File: src/rtl/ram_boot_loader.sv
// Boot loader that streams bytes into data RAM as little-endian words,
// then hands the RAM port over to the processor.
module ram_boot_loader #(
   parameter int unsigned NUM_RAM_ADDRESS = 256,
   parameter int unsigned ADDR_W          = $clog2(NUM_RAM_ADDRESS)
) (
   input  logic              clk,
   input  logic              reset,
   input  logic              enable,
   input  logic              start,
   input  logic [ADDR_W:0]   load_words,
   input  logic [7:0]        byte_in,
   input  logic              byte_valid,
   output logic              byte_ready,
   input  logic [ADDR_W-1:0] proc_ram_address,
   input  logic [31:0]       proc_ram_data_write,
   input  logic              proc_ram_enable,
   input  logic              proc_ram_read_write,
   output logic [ADDR_W-1:0] ram_address,
   output logic [31:0]       ram_data_write,
   output logic              ram_enable,
   output logic              ram_read_write,
   output logic              proc_enable,
   output logic              busy,
   output logic              done,
   output logic              error
);

   localparam int unsigned LEN_W = ADDR_W + 1;

   typedef enum logic [1:0] {S_IDLE, S_COLLECT, S_WRITE, S_DONE} state_t;

   state_t            r_state;
   state_t            w_next;
   logic [1:0]        r_byte_cnt;
   logic [ADDR_W-1:0] r_word_cnt;
   logic [LEN_W-1:0]  r_len;
   logic [31:0]       r_shift;
   logic              r_byte_ready;
   logic              r_busy;
   logic              r_done;
   logic              r_error;

   logic              w_can_start;
   logic              w_len_bad;
   logic              w_len_zero;
   logic              w_accept;
   logic              w_last;

   assign w_can_start = (r_state == S_IDLE) || (r_state == S_DONE);
   assign w_len_bad   = load_words > LEN_W'(NUM_RAM_ADDRESS);
   assign w_len_zero  = (load_words == '0);
   assign w_accept    = byte_valid && r_byte_ready;
   assign w_last      = ({1'b0, r_word_cnt} == (r_len - LEN_W'(1)));

   always_ff @(posedge clk or negedge reset) begin
      if (!reset) r_state <= S_IDLE;
      else        r_state <= w_next;
   end

   always_comb begin
      w_next = r_state;
      case (r_state)
         S_IDLE, S_DONE: begin
            if (start && !w_len_bad) w_next = w_len_zero ? S_DONE : S_COLLECT;
         end
         S_COLLECT: begin
            if (w_accept && (r_byte_cnt == 2'd3)) w_next = S_WRITE;
         end
         S_WRITE: w_next = w_last ? S_DONE : S_COLLECT;
         default: w_next = S_IDLE;
      endcase
   end

   // Status flags are registered copies of the next state; datapath packs bytes LSB first.
   always_ff @(posedge clk or negedge reset) begin
      if (!reset) begin
         r_byte_cnt   <= '0;
         r_word_cnt   <= '0;
         r_len        <= '0;
         r_shift      <= '0;
         r_byte_ready <= 1'b0;
         r_busy       <= 1'b0;
         r_done       <= 1'b0;
         r_error      <= 1'b0;
      end else begin
         r_byte_ready <= (w_next == S_COLLECT);
         r_busy       <= (w_next == S_COLLECT) || (w_next == S_WRITE);
         r_done       <= (w_next == S_DONE);
         if (w_can_start && start) begin
            if (w_len_bad) begin
               r_error <= 1'b1;
            end else begin
               r_error    <= 1'b0;
               r_len      <= load_words;
               r_word_cnt <= '0;
               r_byte_cnt <= '0;
            end
         end
         if (w_accept) begin
            r_shift    <= {byte_in, r_shift[31:8]};
            r_byte_cnt <= r_byte_cnt + 2'd1;
         end
         if ((r_state == S_WRITE) && !w_last) begin
            r_word_cnt <= r_word_cnt + ADDR_W'(1);
            r_byte_cnt <= '0;
         end
      end
   end

   assign byte_ready  = r_byte_ready;
   assign busy        = r_busy;
   assign done        = r_done;
   assign error       = r_error;
   assign proc_enable = r_done & enable;

   // RAM port owner is chosen by the registered state; processor path is combinational.
   always_comb begin
      ram_enable     = 1'b0;
      ram_read_write = 1'b0;
      ram_address    = r_word_cnt;
      ram_data_write = r_shift;
      if (r_state == S_DONE) begin
         ram_enable     = proc_ram_enable;
         ram_read_write = proc_ram_read_write;
         ram_address    = proc_ram_address;
         ram_data_write = proc_ram_data_write;
      end else if (r_state == S_WRITE) begin
         ram_enable     = 1'b1;
         ram_read_write = 1'b1;
      end
   end

endmodule
File: config.mk
export PLATFORM = sky130hd
export DESIGN_NAME = ram_boot_loader
export DESIGN_NICKNAME = d
export VERILOG_FILES = /design/src/rtl/ram_boot_loader.sv
export SDC_FILE = /design/constraint.sdc
export NUM_CORES = 1
export LEC_CHECK = 0
export ABC_AREA = 1
export CORE_MARGIN = 2
export CORE_UTILIZATION = 25
export CTS_CLUSTER_DIAMETER = 40
export CTS_CLUSTER_SIZE = 28
export DETAILED_ROUTE_END_ITERATION = 7
export GPL_ROUTABILITY_DRIVEN = 0
export PLACE_DENSITY_LB_ADDON = 0.1
export SLEW_MARGIN = 20
export SYNTH_ARGS = -nofsm -noshare
export SYNTH_HDL_FRONTEND = slang
export SYNTH_SLANG_ARGS = --single-unit
File: constraint.sdc
create_clock -name clk -period 2 [get_ports clk]
set_input_delay 0.6 -clock clk [delete_from_list [all_inputs] [get_ports clk]]
set_output_delay 0.6 -clock clk [all_outputs]
set_load 0.01 [all_outputs]
; ---- Word level (Yosys, flattened, before mapping)
; Cells that the tools add are included.
[word_totals]
inputBits = 64
wordCells = 60
register_bits = 57
out_inout_bits = 47
[classes]
eq_ne = 10
n_lt_le_gt_ge = 1
n_mux = 18
n_reduce_logical = 17
n_addsub = 3
n_bitwise = 2
[ops]
columns = operator, count
row1 = $mux 32, 1
row2 = $mux 8, 4
row3 = $mux 2, 8
row4 = $eq 2x2->1 const B, 5
row5 = $eq 8x9->1, 1
row6 = $gt 9x9->1 const B, 1
row7 = $logic_not 9->1, 1
row8 = $sub 9x1->9 const B, 1
row9 = $add 8x1->8 const B, 1
row10 = $pmux 2 s3, 1
row11 = $reduce_and 2->1, 3
row12 = $logic_and 1x1->1, 5
row13 = $eq 2x1->1 const B, 2
row14 = $mux 1, 4
row15 = $ne 3x1->1 const B, 1
row16 = $reduce_bool 3->1, 1
row17 = $add 2x1->2 const B, 1
row18 = $logic_not 1->1, 2
row19 = $logic_not 2->1, 1
row20 = $logic_or 1x1->1, 2
row21 = $ne 2x1->1 const B, 1
row22 = $reduce_bool 2->1, 1
row23 = $reduce_or 2->1, 1
row24 = $and 1x1->1, 1
row25 = $not 1->1, 1

; ---- Depth between registers and ports, before layout
; Gate-level depths: netlist of the first run.
[depth]
depth_word = 7
mapped_depth = 14
ltp_nobuf = 14

; ---- Least setup slack after synthesis of the first run
; No wires, ideal clock.
[synth_timing]
kind = register to output
from = register r_state[0]
to = output port ram_address[0]
stages_incl_launch_ff = 6
path_buffers = 2
required_ps = 1400
slack_ps = 120
t_arrival_ps = 1280
cell_sequence = dfrtp_1 ha_1 clkbuf_1 clkbuf_1 nand2_1 o21ai_0
[synth_between]
elab_chain_cells = 2
[synth_rtl]
columns = element, line
row1 = from (decl), 33  ; state_t r_state;
row2 = from (signal assigned), 58  ; else r_state <= w_next;
row3 = $eq 2x2->1, 123  ; if (r_state == S_DONE) begin
row4 = $mux 8, 123
row5 = to (decl), 19  ; output logic [ADDR_W-1:0] ram_address,
; Every way passes these cells.

; ---- Final worst setup path of the first run
[layout_timing]
from = register r_state[1]
to = output port ram_data_write[30]
[layout_between]
elab_chain_cells = 2
[layout_rtl]
columns = element, line
row1 = $eq 2x2->1, 123
row2 = $mux 32, 123
row3 = to (decl), 20  ; output logic [31:0] ram_data_write,
; Every way passes these cells.

==> impl_metrics.toml, run 1 <==
[status]
status = "finished, violations left"
failed_checks = "negative setup slack"

[global_route]
grt_use_total_pct = 14.7
first_global_vias = 3169
grt_max_degree = 58
overflow = 0
grt_pass1_wl_um = 16400
antenna_found_initial = 0

[routing]
dr_total_vias = 3293
totalWireLength_um = 10200
route.detailed.drc = 0
initialDrtViolationCount = 105
wl_per_cell_um = 13.2
drtPass1Iterations = 4
vias_per_cell = 4.27
ant_nets = 0

[sta]
finalCritPeriodShare_pct = 105
min_period_ns = 2.10
drv_slew = 0
hold_violations = 0
tightest_slew_ns = 0.420
fin_skew_ns = 0.00390
fmax_mhz = 476
setup_viol = 35
relSlewSlack_pct = 72.0
rsz0062_at_grt = "true"
setup_ws_ns = -0.102
fin_tns_setup_ns = -2.59

[finish]
syn2layout_area_growth_pct = 63.8
diodes = 0
fin_area_mm2 = 0.00529
final_util_pct = 41.9
nets = 667
n_fill_cell = 1324
drive_gt1_share_pct = 29.3
final_common_cell = "nand2_1"
final_cell_mix = "nand2_1 (138), clkdlybuf4s50_1 (66), dfrtp_1 (57)"

[pwr]
finalPower_w = 0.00641
power_leakage_nw = 2.54
powerDensity_mw_per_mm2 = 1210
irDropWorstVdd_mv = 0.472

[hold_path]
min_path_type = "primary input to asynchronous set/reset pin"

[die]
die_w_um = 118
rows = 41
fp.dieH_um = 118
fp.coreArea_mm2 = 0.0126
dieArea_mm2 = 0.0138
initial_core_util_pct = 25.6
num_io_pins = 111

[yosys]
ys_ff_latch = 57
synth_cell_type_count = 27
synth_nets = 515
synthCells = 444
yosys_warnings = 0
synth.cell_area_mm2 = 0.00323
ys_seq_area_share_pct = 44.2
syn_avg_cell_area_um2 = 7.27

[cts]
cts.sinks = 57
cts_tree = "built"
clk_latency_ns = 0.32
cts_root_buffer = "clkbuf_16"
cts_buffers = 9
cts_max_level = 3
clkSlewWorstSetupHoldPaths_ns = 0.05
cts_buffer_depth = 2
cts-hold-fix-buffers = 0

[setup_path]
crit_path_start_kind = "flop"
critPathMaxFanout = 6
path_class = "flop to output port"
cp_data_required_time_ns = 1.40
crit_path_end_kind = "output port"
crit_arrival_ns = 1.50

[placement]
place_hpwl_um = 6800
place_area_mm2 = 0.00474
placement.io_buffers = 110
dpl_worst_slack_ns = -0.364

[flow_run]
cap_violations = 0
==> area by class of cell <==
type / instances / area (µm²) / share of cell area [%]
tap: 172 / 215 / 4.07
inverter: 60 / 230 / 4.35
clock inverter: 5 / 32.5 / 0.615
timing repair buffer: 158 / 1440 / 27.2
multi-input combinational: 310 / 1710 / 32.2
sequential: 57 / 1430 / 27.0
clock buffer: 10 / 239 / 4.52
==> report_power, final <==
| part | switching [W] | internal (W) |
|---|---|---|
| logic | 0.00173 | 0.00137 |
| registers | 0.000274 | 0.00162 |
| clock network | 0.000545 | 0.000859 |
| total | 0.00255 | 0.00385 |
==> synth_stat cells <==
cell / number / share of area [%]
nand2_1: 157 / 18
xnor2_1: 1 / 0.27
dfrtp_1: 57 / 44
nand2_2: 2 / 0.39
nand4_1: 6 / 1.2
buf_2: 1 / 0.15
o21ai_2: 1 / 0.27
nand3_1: 14 / 2.2
o21ai_1: 5 / 0.77
clkinv_1: 2 / 0.23
buf_6: 1 / 0.35
o21bai_2: 1 / 0.35
nand2_4: 1 / 0.35
inv_1: 57 / 6.6
buf_4: 1 / 0.23
inv_2: 1 / 0.12
nor2_2: 6 / 1.2
xor2_1: 6 / 1.6
nand3b_1: 1 / 0.23
ha_1: 7 / 2.7
nor2_1: 8 / 0.93
nand3_2: 6 / 1.9
nor3_1: 6 / 0.93
o21ai_0: 79 / 12
clkbuf_1: 13 / 1.5
buf_8: 1 / 0.46
a21oi_1: 3 / 0.46
==> per-stage QoR <==
step	cells	hold slack [ns]
6_report	772	0.274
5_1_grt	772	0.297
4_1_cts	763	0.287
3_5_place_dp	742	0.473
3_3_place_gp	742	0.469
2_1_floorplan	444	0.304
==> flip-flops by register name, indices dropped and copies added, names as in the netlist <==
name	flops
byte_ready	1
r_state	2
r_byte_cnt	2
r_word_cnt	8
error	1
r_len	9
busy	1
r_shift	32
done	1
==> critical path, cell delays in order, from the launching register on <==
cell       delay (ns)
dfrtp_1          0.41
ha_4             0.21
buf_12           0.15
clkbuf_16        0.15
o21ai_1          0.11
buf_2            0.15
==> final timing paths <==
kind	start	endpoint	slack (ns)	cells after the start
max	r_state[1]	ram_data_write[30]	-0.10	5
min	reset	r_shift[28]	0.27	2
max reg2reg	r_len[1]	busy	0.06	12
min reg2reg	r_shift[23]	r_shift[23]	0.48	2
max in group asynchronous	reset	r_len[4]	1.45	2
min in group clk	r_shift[23]	r_shift[23]	0.48	2
==> per-layer routing <==
| metal | global-route usage [%] | vias to the layer above | wire length, µm |
|---|---|---|---|
| li1 | - | 1717 | - |
| met1 | 20.8 | 1498 | 5070 |
| met2 | 22.1 | 74 | 4620 |
| met3 | 3.25 | 4 | 427 |
| met4 | 5.42 | 0 | 63 |
| met5 | 0 | - | 0 |
==> cell families after synthesis <==
kind of cell / synth area share (%)
xor+xnor: 1.90
flops: 44.2
buf+inv: 9.69
compound gates: 14.1
simple gates: 27.4
fa+ha+maj: 2.71
==> repair_timing <==
| item | 4_1_cts | 5_1_grt |
|---|---|---|
| setup endpoints to repair | 44 | 50 |
| setup buffers | 3 | 6 |
| gates cloned | 4 | 3 |
| hold endpoints to repair | 0 | 0 |
| resized for setup | 214 | 64 |
| pin swaps | 2 | 22 |
No activity file was read; power rests on OpenSTA's default activity.
==> run 2, diff against run 1 <==
--- a/config.mk
+++ b/config.mk
@@ -13,7 +13,6 @@
 export DETAILED_ROUTE_END_ITERATION = 7
 export GPL_ROUTABILITY_DRIVEN = 0
 export PLACE_DENSITY_LB_ADDON = 0.1
-export SLEW_MARGIN = 20
 export SYNTH_ARGS = -nofsm -noshare
 export SYNTH_HDL_FRONTEND = slang
 export SYNTH_SLANG_ARGS = --single-unit
==> results of run 2 <==
No change in the layout: final DEF, timing and power equal those of run 1.
==> run 3, diff against run 2 <==
--- a/config.mk
+++ b/config.mk
@@ -6,7 +6,7 @@
 export NUM_CORES = 1
 export LEC_CHECK = 0
 export ABC_AREA = 1
-export CORE_MARGIN = 2
+export CORE_MARGIN = 1
 export CORE_UTILIZATION = 25
 export CTS_CLUSTER_DIAMETER = 40
 export CTS_CLUSTER_SIZE = 28
==> constraint.sdc (replaced) <==
create_clock -name clk -period 1.8 [get_ports clk]
set_input_delay 0.54 -clock clk [delete_from_list [all_inputs] [get_ports clk]]
set_output_delay 0.54 -clock clk [all_outputs]
set_load 0.01 [all_outputs]
==> run 3 against run 2 <==
The run still ends with negative setup slack left. Sequential cell count is the same. Setup slack lost 0.16 ns. Hold slack lost 0.067 ns. Clock power grew 10%. Register-to-register slack lost 0.14 ns. Combinational power grew 14%. First-iteration DRC count grew 39%. Non-clock buffer count grew 3. Global-route usage grew 0.33 points.
==> impl_metrics.toml, run 3 (synthesis results as in run 1) <==
[status]
status = "finished, violations left"
failed_checks = "negative setup slack"

[cts]
clkSlewWorstSetupHoldPaths_ns = 0.05
clk_latency_ns = 0.33
cts-hold-fix-buffers = 0
cts_max_level = 3
cts_buffers = 9
cts_root_buffer = "clkbuf_16"
cts_tree = "built"
cts_buffer_depth = 2
cts.sinks = 57

[global_route]
grt_pass1_wl_um = 15400
first_global_vias = 3140
grt_use_total_pct = 15.1
grt_max_degree = 58
overflow = 0
antenna_found_initial = 0

[finish]
reg.largest.list = "r_shift (32), r_len (9), r_word_cnt (8)"
nets = 670
largest_reg_flops = 32
multi_input_area_mm2 = 0.00170
regArea_mm2 = 0.00143
drive_gt1_share_pct = 29.9
fin_cells = 775
n_fill_cell = 1322
final_cell_mix = "nand2_1 (136), clkdlybuf4s50_1 (63), dfrtp_1 (56)"
top_register = "r_shift"
final_util_pct = 41.9
syn2layout_area_growth_pct = 63.9
final_common_cell = "nand2_1"
diodes = 0

[routing]
dr_total_vias = 3308
vias_per_cell = 4.27
totalWireLength_um = 9610
initialDrtViolationCount = 146
route.detailed.drc = 0
ant_nets = 0
wl_per_cell_um = 12.4
drtPass1Iterations = 4

[sta]
fin_skew_ns = 0.00634
setup_viol = 50
hold_violations = 0
rsz0062_at_grt = "true"
holdWs_ns = 0.207
setup_ws_ns = -0.262
drv_slew = 0
min_period_ns = 2.06
relSlewSlack_pct = 71.5
fmax_mhz = 485
tightest_slew_ns = 0.427
finalCritPeriodShare_pct = 115

[die]
fp.dieH_um = 116
initial_core_util_pct = 25.6
die_w_um = 116
rows = 41
num_io_pins = 111
fp.coreArea_mm2 = 0.0126
dieArea_mm2 = 0.0134

[placement]
placement.io_buffers = 110
dpl_worst_slack_ns = -0.445
place_hpwl_um = 7000
place_inst = 752

[hold_path]
min_path_type = "primary input to asynchronous set/reset pin"

[pwr]
irDropWorstVdd_mv = 0.426
powerDensity_mw_per_mm2 = 1360
power_leakage_nw = 2.55

[setup_path]
crit_path_start_kind = "flop"
path_class = "flop to output port"
critPathMaxFanout = 9
cp_data_required_time_ns = 1.26
crit_arrival_ns = 1.52
crit_path_end_kind = "output port"

[flow_run]
cap_violations = 0
[run 3: cell types whose count changed in the layout (fill, tap and decap cells not counted), moves of 3 or more]
cell / before / now
o21ai_1: 19 / 26
o21ai_2: 20 / 13
nand2_2: 17 / 22
buf_6: 2 / 6
clkbuf_2: 4 / 0
buf_12: 4 / 7
buf_16: 4 / 1
buf_2: 39 / 42
clkdlybuf4s50_1: 66 / 63
clkinvlp_4: 3 / 0
dlymetal6s2s_1: 0 / 3
nand2_4: 4 / 1
[run 3: final timing paths]
| path | startpoint | to | slack, ns | cells after the start |
|---|---|---|---|---|
| worst min-delay path | reset | r_len[1] | 0.21 | 2 |
| worst max register to register | r_state[0] | busy | -0.08 | 10 |
| worst min register to register | r_shift[23] | r_shift[23] | 0.48 | 2 |
| worst max-delay path | r_state[1] | ram_address[2] | -0.26 | 5 |
| max in group asynchronous | reset | r_state[1] | 1.32 | 2 |
| min in group clk | r_shift[23] | r_shift[23] | 0.48 | 2 |
[run 3: area by class of cell]
cell class	instances	share of cell area, %
Clock buffer	10	4.52
Clock inverter	5	0.615
Inverter	60	4.45
Multi-Input combinational cell	310	32.2
Sequential cell	57	27.0
Tap cell	172	4.07
Timing Repair Buffer	161	27.2
[run 3: layer usage]
layer / track usage, % / vias to the layer above / part of all wire (%)
met5: 0 / - / 0
met4: 6.92 / 0 / 1.7
met3: 2.46 / 12 / 4.4
met2: 23.7 / 70 / 46
met1: 20.3 / 1501 / 48
li1: - / 1725 / -
[run 3: critical path, stage by stage (launching register included)]
cell and delay, ns:
dfrtp_1 0.40, ha_4 0.21, buf_12 0.16, clkbuf_16 0.16
o21ai_2 0.11, buf_2 0.14
[run 3: per-stage QoR]
step                setup TNS, ns  total power (W)  instance area (µm²)
detailed placement         -24.23          0.00564                 4840
finish                      -7.63          0.00717                 5290
global placement           -23.01          0.00560                 4840
global route               -11.89          0.00777                 5290
CTS                         -8.89          0.00711                 5140
floorplan                  -0.622          0.00387                 3230
[run 3: where the power goes]
part | switching (W) | internal, W | total [W]
Clock | 0.000586 | 0.000955 | 0.00154
Sequential | 0.000308 | 0.00181 | 0.00211
Combinational | 0.00196 | 0.00156 | 0.00352
Total | 0.00285 | 0.00432 | 0.00717
[run 3: timing repair]
action,4_1_cts,5_1_grt
pin swaps,23,10
cloned,1,2
endpoints found under the setup margin,55,68
gates resized for setup,246,39
buffers inserted,3,2
